### src/rtl/breath_scheduler_if.sv
// Configuration write port of the breathing-light sequencer.
// The requester (host or button decoder) drives a table entry and holds
// cfg_valid until the sequencer, idle, raises cfg_ready.
interface breath_scheduler_if #(
  parameter int AW = 3
);
  logic          cfg_valid;
  logic          cfg_ready;
  logic [AW-1:0] cfg_addr;
  logic [23:0]   cfg_data;

  modport master (
    output cfg_valid, cfg_addr, cfg_data,
    input  cfg_ready
  );

  modport slave (
    input  cfg_valid, cfg_addr, cfg_data,
    output cfg_ready
  );
endinterface

### src/rtl/breath_scheduler.sv
// breath_scheduler: steps through a table of per-channel RGB ramp
// coefficients, one breath per entry (LOAD, saturating ramp up, ramp down,
// dark gap), and drives registered 8-bit duties to the PWM generators.

// One colour channel: next duty for a ramp-up and for a ramp-down edge.
module breath_lane (
  input  logic [7:0] duty_i,
  input  logic [7:0] coef_i,
  output logic [7:0] up_o,
  output logic [7:0] dn_o
);
  logic [8:0] sum;

  // 9-bit sum so a carry out pins the channel at full scale instead of wrapping
  assign sum  = {1'b0, duty_i} + {1'b0, coef_i};
  assign up_o = sum[8] ? 8'hFF : sum[7:0];
  // floor at zero on the way down
  assign dn_o = (duty_i >= coef_i) ? (duty_i - coef_i) : 8'h00;
endmodule

module breath_scheduler #(
  parameter  int STEPS    = 8,
  parameter  int RAMP_LEN = 32,
  parameter  int GAP_LEN  = 4,
  localparam int AW       = $clog2(STEPS)
) (
  input  logic              clk_div,
  input  logic              rst,
  input  logic              start_i,
  input  logic              stop_i,
  input  logic              loop_i,
  input  logic [AW-1:0]     last_step_i,
  breath_scheduler_if.slave cfg,
  output logic [7:0]        r_duty_o,
  output logic [7:0]        g_duty_o,
  output logic [7:0]        b_duty_o,
  output logic [AW-1:0]     step_idx_o,
  output logic              busy_o,
  output logic              step_done_o
);
  localparam int NCH    = 3;
  localparam int MAXLEN = (RAMP_LEN > GAP_LEN) ? RAMP_LEN : GAP_LEN;
  localparam int CW     = (MAXLEN > 1) ? $clog2(MAXLEN) : 1;
  localparam logic [CW-1:0] RAMP_RLD = CW'(RAMP_LEN - 1);
  localparam logic [CW-1:0] GAP_RLD  = CW'(GAP_LEN - 1);

  typedef enum logic [2:0] {
    S_IDLE,
    S_LOAD,
    S_UP,
    S_DOWN,
    S_GAP
  } state_e;

  state_e                   state_q;
  logic [CW-1:0]            cnt_q;
  logic [NCH-1:0][7:0]      duty_q;
  logic [NCH-1:0][7:0]      coef_q;
  logic [NCH-1:0][7:0]      up_d;
  logic [NCH-1:0][7:0]      dn_d;
  logic [AW-1:0]            idx_q;
  logic [AW-1:0]            last_q;
  logic                     done_q;
  logic [23:0]              tbl_q [STEPS];
  logic                     cfg_rdy;

  // Writes are only taken while idle so a running breath never sees a table change
  assign cfg_rdy       = (state_q == S_IDLE);
  assign cfg.cfg_ready = cfg_rdy;
  assign busy_o        = !cfg_rdy;

  // Channel 2/1/0 = R/G/B, matching the packing of cfg_data
  for (genvar c = 0; c < NCH; c++) begin : g_lane
    breath_lane u_lane (
      .duty_i (duty_q[c]),
      .coef_i (coef_q[c]),
      .up_o   (up_d[c]),
      .dn_o   (dn_d[c])
    );
  end

  // Coefficient table: written from the cfg port, cleared by reset
  always_ff @(posedge clk_div or posedge rst) begin
    if (rst) begin
      for (int i = 0; i < STEPS; i++) tbl_q[i] <= '0;
    end else if (cfg.cfg_valid && cfg_rdy) begin
      tbl_q[cfg.cfg_addr] <= cfg.cfg_data;
    end
  end

  // Sequencer FSM with registered duties, step index and step_done pulse
  always_ff @(posedge clk_div or posedge rst) begin
    if (rst) begin
      state_q <= S_IDLE;
      cnt_q   <= '0;
      duty_q  <= '0;
      coef_q  <= '0;
      idx_q   <= '0;
      last_q  <= '0;
      done_q  <= 1'b0;
    end else begin
      done_q <= 1'b0;
      unique case (state_q)
        S_IDLE: begin
          duty_q <= '0;
          if (start_i && !stop_i) begin
            last_q  <= last_step_i;
            idx_q   <= '0;
            cnt_q   <= '0;
            state_q <= S_LOAD;
          end
        end
        S_LOAD: begin
          coef_q  <= tbl_q[idx_q];
          duty_q  <= '0;
          cnt_q   <= RAMP_RLD;
          state_q <= S_UP;
        end
        S_UP: begin
          duty_q <= up_d;
          if (cnt_q == '0) begin
            cnt_q   <= RAMP_RLD;
            state_q <= S_DOWN;
          end else begin
            cnt_q <= cnt_q - CW'(1);
          end
        end
        S_DOWN: begin
          duty_q <= dn_d;
          if (cnt_q == '0) begin
            cnt_q   <= GAP_RLD;
            state_q <= S_GAP;
          end else begin
            cnt_q <= cnt_q - CW'(1);
          end
        end
        S_GAP: begin
          duty_q <= '0;
          if (cnt_q == '0) begin
            done_q <= 1'b1;
            cnt_q  <= '0;
            if (idx_q != last_q) begin
              idx_q   <= idx_q + AW'(1);
              state_q <= S_LOAD;
            end else if (loop_i) begin
              idx_q   <= '0;
              state_q <= S_LOAD;
            end else begin
              // natural end keeps the final index visible
              state_q <= S_IDLE;
            end
          end else begin
            cnt_q <= cnt_q - CW'(1);
          end
        end
        default: state_q <= S_IDLE;
      endcase
      // abort beats every other transition, including the end-of-step pulse
      if (stop_i && (state_q != S_IDLE)) begin
        state_q <= S_IDLE;
        duty_q  <= '0;
        idx_q   <= '0;
        cnt_q   <= '0;
        done_q  <= 1'b0;
      end
    end
  end

  assign r_duty_o    = duty_q[2];
  assign g_duty_o    = duty_q[1];
  assign b_duty_o    = duty_q[0];
  assign step_idx_o  = idx_q;
  assign step_done_o = done_q;
endmodule

### src/flat_wrapper.sv
// flat-port wrapper written by rule: the top's interface ports become plain ports
module breath_scheduler_flat 
#(
  parameter  int STEPS    = 8,
  parameter  int RAMP_LEN = 32,
  parameter  int GAP_LEN  = 4,
  localparam int AW       = $clog2(STEPS)
)
  (clk_div, rst, start_i, stop_i, loop_i, last_step_i, r_duty_o, g_duty_o, b_duty_o, step_idx_o, busy_o, step_done_o, cfg_cfg_valid, cfg_cfg_addr, cfg_cfg_data, cfg_cfg_ready);
  breath_scheduler_if #(.AW((3))) cfg_i ();
  input  logic clk_div;
  input  logic rst;
  input  logic start_i;
  input  logic stop_i;
  input  logic loop_i;
  input  logic [AW-1:0] last_step_i;
  output logic [7:0] r_duty_o;
  output logic [7:0] g_duty_o;
  output logic [7:0] b_duty_o;
  output logic [AW-1:0] step_idx_o;
  output logic busy_o;
  output logic step_done_o;
  input wire logic [$bits(cfg_i.cfg_valid)-1:0] cfg_cfg_valid;
  input wire logic [$bits(cfg_i.cfg_addr)-1:0] cfg_cfg_addr;
  input wire logic [$bits(cfg_i.cfg_data)-1:0] cfg_cfg_data;
  output wire logic [$bits(cfg_i.cfg_ready)-1:0] cfg_cfg_ready;
  assign cfg_i.cfg_valid = cfg_cfg_valid;
  assign cfg_i.cfg_addr = cfg_cfg_addr;
  assign cfg_i.cfg_data = cfg_cfg_data;
  assign cfg_cfg_ready = cfg_i.cfg_ready;
  breath_scheduler #(.STEPS(STEPS), .RAMP_LEN(RAMP_LEN), .GAP_LEN(GAP_LEN)) u_core (.clk_div(clk_div), .rst(rst), .start_i(start_i), .stop_i(stop_i), .loop_i(loop_i), .last_step_i(last_step_i), .cfg(cfg_i), .r_duty_o(r_duty_o), .g_duty_o(g_duty_o), .b_duty_o(b_duty_o), .step_idx_o(step_idx_o), .busy_o(busy_o), .step_done_o(step_done_o));
endmodule
### config.mk
export PLATFORM = sky130hd
export DESIGN_NAME = breath_scheduler_flat
export DESIGN_NICKNAME = d
export VERILOG_FILES = /design/src/rtl/breath_scheduler_if.sv /design/src/rtl/breath_scheduler.sv /design/src/flat_wrapper.sv
export SDC_FILE = /design/constraint.sdc
export NUM_CORES = 1
export LEC_CHECK = 0
export CORE_AREA = 2 2 171 173
export CTS_BUF_LIST = sky130_fd_sc_hd__clkbuf_8
export DETAILED_ROUTE_END_ITERATION = 12
export DIE_AREA = 0 0 173 175
export PLACE_DENSITY = 0.68
export SLEW_MARGIN = 10
export SYNTH_ARGS = -nofsm -noshare
export SYNTH_HDL_FRONTEND = slang
export SYNTH_HIERARCHICAL = 1
export SYNTH_SLANG_ARGS = --single-unit
### constraint.sdc
create_clock -name clk_div -period 24 [get_ports clk_div]
set_input_delay 6 -clock clk_div [delete_from_list [all_inputs] [get_ports clk_div]]
set_output_delay 6 -clock clk_div [all_outputs]
set_load 0.05 [all_outputs]
After elaboration in Yosys (flattened, before gate mapping)
Cells that the tools add are included.
{"block": "classes", "n_mux": 37, "magnitude_cmp": 6, "reduce_logical": 17, "bitwise_logic": 2, "n_addsub": 8, "n_eq_ne": 10}
{"cell": "bitwise mux 192 bit", "count": 1}
{"cell": "2-to-1 mux 24 bit", "count": 4}
{"cell": "binary-select mux 24 bit (select 3 bit)", "count": 1}
{"cell": "demux 24 bit (select 3 bit)", "count": 1}
{"cell": "case mux 24 bit (3 select lines)", "count": 1}
{"cell": "2-to-1 mux 8 bit", "count": 6}
{"cell": "2-to-1 mux 3 bit", "count": 11}
{"cell": "adder 8 x 8 -> 9 bit", "count": 3}
{"cell": "2-to-1 mux 5 bit", "count": 5}
{"cell": "case mux 5 bit (5 select lines)", "count": 1}
{"cell": ">= comparator 8 bit", "count": 3}
{"cell": "subtractor 8 bit", "count": 3}
{"cell": "case mux 3 bit (5 select lines)", "count": 1}
{"cell": "!= test 3 x 1 -> 1 bit, second input constant", "count": 3}
{"cell": ">= comparator 4 bit, second input constant", "count": 2}
{"cell": "NOT 3 -> 4 bit", "count": 2}
{"cell": "AND reduction 4 bit", "count": 2}
{"cell": "== test 3 x 2 -> 1 bit, second input constant", "count": 2}
{"cell": "case mux 3 bit (2 select lines)", "count": 1}
{"cell": "nonzero test 3 bit", "count": 2}
{"cell": "nonzero test 6 bit", "count": 1}
{"cell": "zero test 5 bit", "count": 1}
{"cell": "subtractor 5 x 1 -> 5 bit, second input constant", "count": 1}
{"cell": "logical AND 1 bit", "count": 4}
{"cell": "13 further kinds", "count": 18}
{"block": "totals", "input_bits": 36, "regBits": 255, "out_inout_bits": 30, "elab_cells": 99}

Longest topological paths before layout
{"block": "logic_depth", "word_depth": 6, "depth_mapped": 11, "depth_no_buf": 11}

By module
The synthesis kept the hierarchy.
{"module": "breath_scheduler", "cells_each": 814, "seq_area_each_um2": 6381.1, "area_each_um2": 11767.5, "instances": 1}
{"module": "breath_lane at u_core.g_lane[0].u_lane ...", "cells_each": 109, "seq_area_each_um2": 0.0, "area_each_um2": 838.3, "instances": 2}
{"module": "breath_lane at u_core.g_lane[2].u_lane", "cells_each": 109, "seq_area_each_um2": 0.0, "area_each_um2": 787.0, "instances": 1}

Worst setup path before layout
Ideal clock, no wire load.
{"block": "synth_timing", "path_type": "input to register", "from": "input stop_i", "to": "register u_core.idx_q[1], in the netlist u_core/step_idx_o[1]", "n_path_buf": 1, "setup_slack_ns": 16.596, "setup_ns": 0.124, "t_arrival_ns": 7.280, "t_required_ns": 23.876, "cell_stages": 4, "cell_sequence": "clkbuf_1 > or4b_2 > o311a_1 > mux2i_1"}
{"block": "synth_via", "elab_chain_len": 4, "word_cells_on_any_way": 9, "cone_classes": "3 x eq/ne; 1 x mux; 5 x reduce/logical"}
{"element": "start: declaration", "line": "flat_wrapper.sv:14", "rtl": "input logic stop_i;"}
{"element": "zero test 1 bit", "line": "breath_scheduler.sv:106", "rtl": "if (start_i && !stop_i) begin"}
{"element": "logical AND 1 bit", "line": "breath_scheduler.sv:106"}
{"element": "!= test 3 bit (no source line)"}
{"element": "AND reduction 4 bit (no source line)"}
{"element": "end signal: assignment", "line": "breath_scheduler.sv:143", "rtl": "idx_q <= idx_q + AW'(1);"}
{"element": "end: declaration", "line": "breath_scheduler.sv:61", "rtl": "logic [AW-1:0] idx_q;"}
Parallel ways exist; a longest one is shown, timed or not.
A chain may end at the register's enable or synchronous reset.

Final worst setup path
{"block": "layout_timing", "from": "register u_core.state_q[1]", "to": "output cfg_cfg_ready"}
{"block": "layout_via", "elab_chain_len": 1}
{"element": "start: declaration", "line": "breath_scheduler.sv:55", "rtl": "state_e state_q;"}
{"element": "start signal: assignment", "line": "breath_scheduler.sv:94", "rtl": "state_q <= S_IDLE;"}
{"element": "start signal: assignment", "line": "breath_scheduler.sv:110", "rtl": "state_q <= S_LOAD;"}
{"element": "start signal: assignment", "line": "breath_scheduler.sv:117", "rtl": "state_q <= S_UP;"}
{"element": "zero test 3 bit", "line": "breath_scheduler.sv:68", "rtl": "assign cfg_rdy = (state_q == S_IDLE);"}
{"element": "end: declaration", "line": "flat_wrapper.sv:26", "rtl": "output wire logic [$bits(cfg_i.cfg_ready)-1:0] cfg_cfg_ready;"}
No other way between the ends.

==> impl_metrics.yaml <==
placement:
  place_area_um2: 15100
  dp_hpwl_mm: 19.4
  io_buffers: 65
  routabilityCongestion: 0.823
logic_synthesis:
  syn_avg_cell_area_um2: 12.5
  syn-cell-area_um2: 14200
  synth_top_area_cell: "dfrtp_1"
  netlist.area_leader.share: 0.448
  synth_nets: 1233
  ys_ff_latch: 255
  synth_area_leaders: "dfrtp_1, mux2_2, mux4_2, mux2_4, ha_1"
  synthArstFlopShare: 1.00
  synth_common_cells: "dfrtp_1, mux2_2, nand2_1"
  synth_ff_type: "dfrtp_1"
  ys_seq_area_frac: 0.448
  synth_edf_count: 0
  ys_types: 77
  syn_inst: 1141
  synth_most_common_cell: "dfrtp_1"
  ys.warnings.count: 6
floorplanning:
  die_h_um: 175
  dieArea_um2: 30300
  start_util: 0.501
  die_x_um: 173
  core_um2: 28400
  io_pins: 66
  rows: 62
route:
  wl_mm: 31.4
  vias: 9186
  drc: 0
  vias_per_cell: 5.66
  ant_nets: 0
  avgRoutedWirePerCell_um: 19.4
  dr.pass1.iters: 5
  dr.first_iter.drc_count: 699
timing:
  fin_skew_ns: 0.0343
  slew_viol_final: 0
  finalCritPeriodShare: 0.359
  slew_headroom: 0.208
  layout_min_cycle_time_ns: 8.61
  finalSetupViolCount: 0
  fmax_mhz: 116
  setup_tns_ns: 0
  hold_viol_final: 0
  rsz0062_at_grt: "false"
  worstMarginPinSlew_ns: 1.18
final_layout:
  stdcell_area_um2: 16100
  fillCellCount: 2403
  regArea_um2: 6390
  multi_input_area_um2: 7230
  drive_above_1_share: 0.276
  syn_to_final_growth_pct: 12.8
  finish.net_count: 1295
flow_run:
  max_cap_viol_count: 0
clocking:
  post_cts_buffers: 0
  htreeDepth: 2
  numCtsBuffers: 44
  clkTransAtPathRegs_ns: 0.06
  cts_resized: 0
  clock_path_buffers: 3
  cts_hold_buf: 0
  cts_root_buffer: "clkbuf_8"
  cts_sinks: 255
  clkLatencyLatePin_ns: 0.56
  tritoncts: "built"
setup_path:
  worst-path-buf-inv: 2
  cp.arrival_ns: 2.61
  r2r-start: "u_core/coef_q[0]"
  cp_slowest_cell: "clkdlybuf4s50_1"
  reg2reg_to: "u_core/b_duty_o[5]"
  startpoint_type: "register"
  max_stage_delay_ns: 0.84
  crit_path_cell_trace: "or3_4 -> clkinv_2 -> clkdlybuf4s50_1"
  r2r_setup_slack_ns: 21.13
  path_class: "reg2out"
  crit_family: "buffers and inverters"
  endpoint_kind: "output port"
  ff2ff_path_depth: 10
  crit_fanout: 16
  worstPathRequired_ns: 18.00
pwr:
  p_sw_mw: 0.674
  comb_power_share: 0.387
  power.density_nw_per_um2: 122
  p_clk_frac: 0.221
  internal-power_mw: 1.29
  vdd_drop_max_v: 0.0000506
  seqPwrFrac: 0.392
  leakagePower_nw: 7.22
  swShare: 0.344
global_route:
  grt.total_usage: 0.211
  antenna_found_initial: 0
  grt_max_degree: 89
  grt_pass1_vias: 9408
  grt_overflow: 0
  grt_pass1_wl_mm: 51.0
worst_hold_path:
  whs_path_depth: 1
  min_to: "u_core/tbl_q[124]"
  worstHoldPathType: "reg2reg"
  worstHoldStart: "u_core/tbl_q[124]"
status:
  status: "completed"
## cells by family after synthesis
family,count (synthesis),share of synthesized area
xor gates and xnor gates,17,0.0105
muxes,272,0.266
AOI/OAI and AO/OA,166,0.0865
buffers and inverters,121,0.0439
adders and majority gates,57,0.0531
DFF,255,0.448
and+or+nand+nor,253,0.0912
## through the flow
| step | power (mW) | utilization | worst slack, ns | std cells | hold WS, ns |
|---|---|---|---|---|---|
| 2_1_floorplan | 1.36 | - | 10.99 | 1141 | 0.452 |
| 3_3_place_gp | 1.50 | 0.531 | 15.81 | 1541 | 0.463 |
| 3_5_place_dp | 1.53 | 0.531 | 15.80 | 1541 | 0.472 |
| 4_1_cts | 1.97 | 0.565 | 15.41 | 1620 | 0.487 |
| 5_1_grt | 2.09 | 0.565 | 15.35 | 1620 | 0.492 |
| 6_report | 1.96 | 0.566 | 15.39 | 1622 | 0.482 |
## registers in the layout, summed over array words and instances (netlist names)
register and cells:
u_core/g_duty_o 8, u_core/cnt_q 5, u_core/r_duty_o 8, u_core/coef_q 24, u_core/b_duty_o 8, u_core/step_done_o 1, u_core/step_idx_o 3, u_core/tbl_q 192
u_core/last_q 3, u_core/state_q 3
## how the worst max path moves through the flow
stage	start	end	slack (ns)	cells past startpoint
after global placement	rst	u_core/step_idx_o[0]	15.81	3
after detailed placement	rst	u_core/step_idx_o[0]	15.80	3
final	u_core/state_q[1]	cfg_cfg_ready	15.39	3
after floorplan	rst	u_core/b_duty_o[0]	10.99	1
after CTS	u_core/state_q[1]	cfg_cfg_ready	15.41	3
after global routing	u_core/state_q[1]	cfg_cfg_ready	15.35	3
## power groups by stage
stage / combinational (mW) / clock (mW) / sequential [mW]
6_report: 0.759 / 0.434 / 0.769
5_1_grt: 0.836 / 0.462 / 0.792
4_1_cts: 0.762 / 0.443 / 0.766
3_5_place_dp: 0.758 / 0 / 0.771
3_3_place_gp: 0.742 / 0 / 0.760
2_1_floorplan: 0.620 / 0 / 0.743
## cells in the final DEF (no fill, tap or decap), types with 26 or more instances in the layout
cell,count
a31oi_1,26
mux4_2,48
nand2_1,98
ha_1,50
clkbuf_8,56
clkdlybuf4s50_1,65
o21ai_0,34
nor2_1,59
mux2_4,60
mux2_2,111
dfrtp_1,253
inv_1,68
mux2i_1,29
## routing by layer
| layer | share of wire | global-route usage | vias to the layer above | wire length [um] |
|---|---|---|---|---|
| met1 | 0.48 | 0.302 | 4712 | 15000 |
| met2 | 0.46 | 0.335 | 182 | 14500 |
| met4 | 0.018 | 0.0558 | 0 | 566 |
| met3 | 0.041 | 0.0344 | 46 | 1290 |
| li1 | - | - | 4246 | - |
| met5 | 0 | 0 | - | 0 |
## layout make-up
| type | count | area share |
|---|---|---|
| Sequential cell | 255 | 0.398 |
| Clock inverter | 23 | 0.0131 |
| Inverter | 60 | 0.0146 |
| Clock buffer | 56 | 0.0480 |
| Tap cell | 384 | 0.0299 |
| Multi-Input combinational cell | 765 | 0.450 |
| Antenna cell | 2 | 0.000312 |
| Timing Repair Buffer | 77 | 0.0461 |
(Power assumes the default switching activity.)
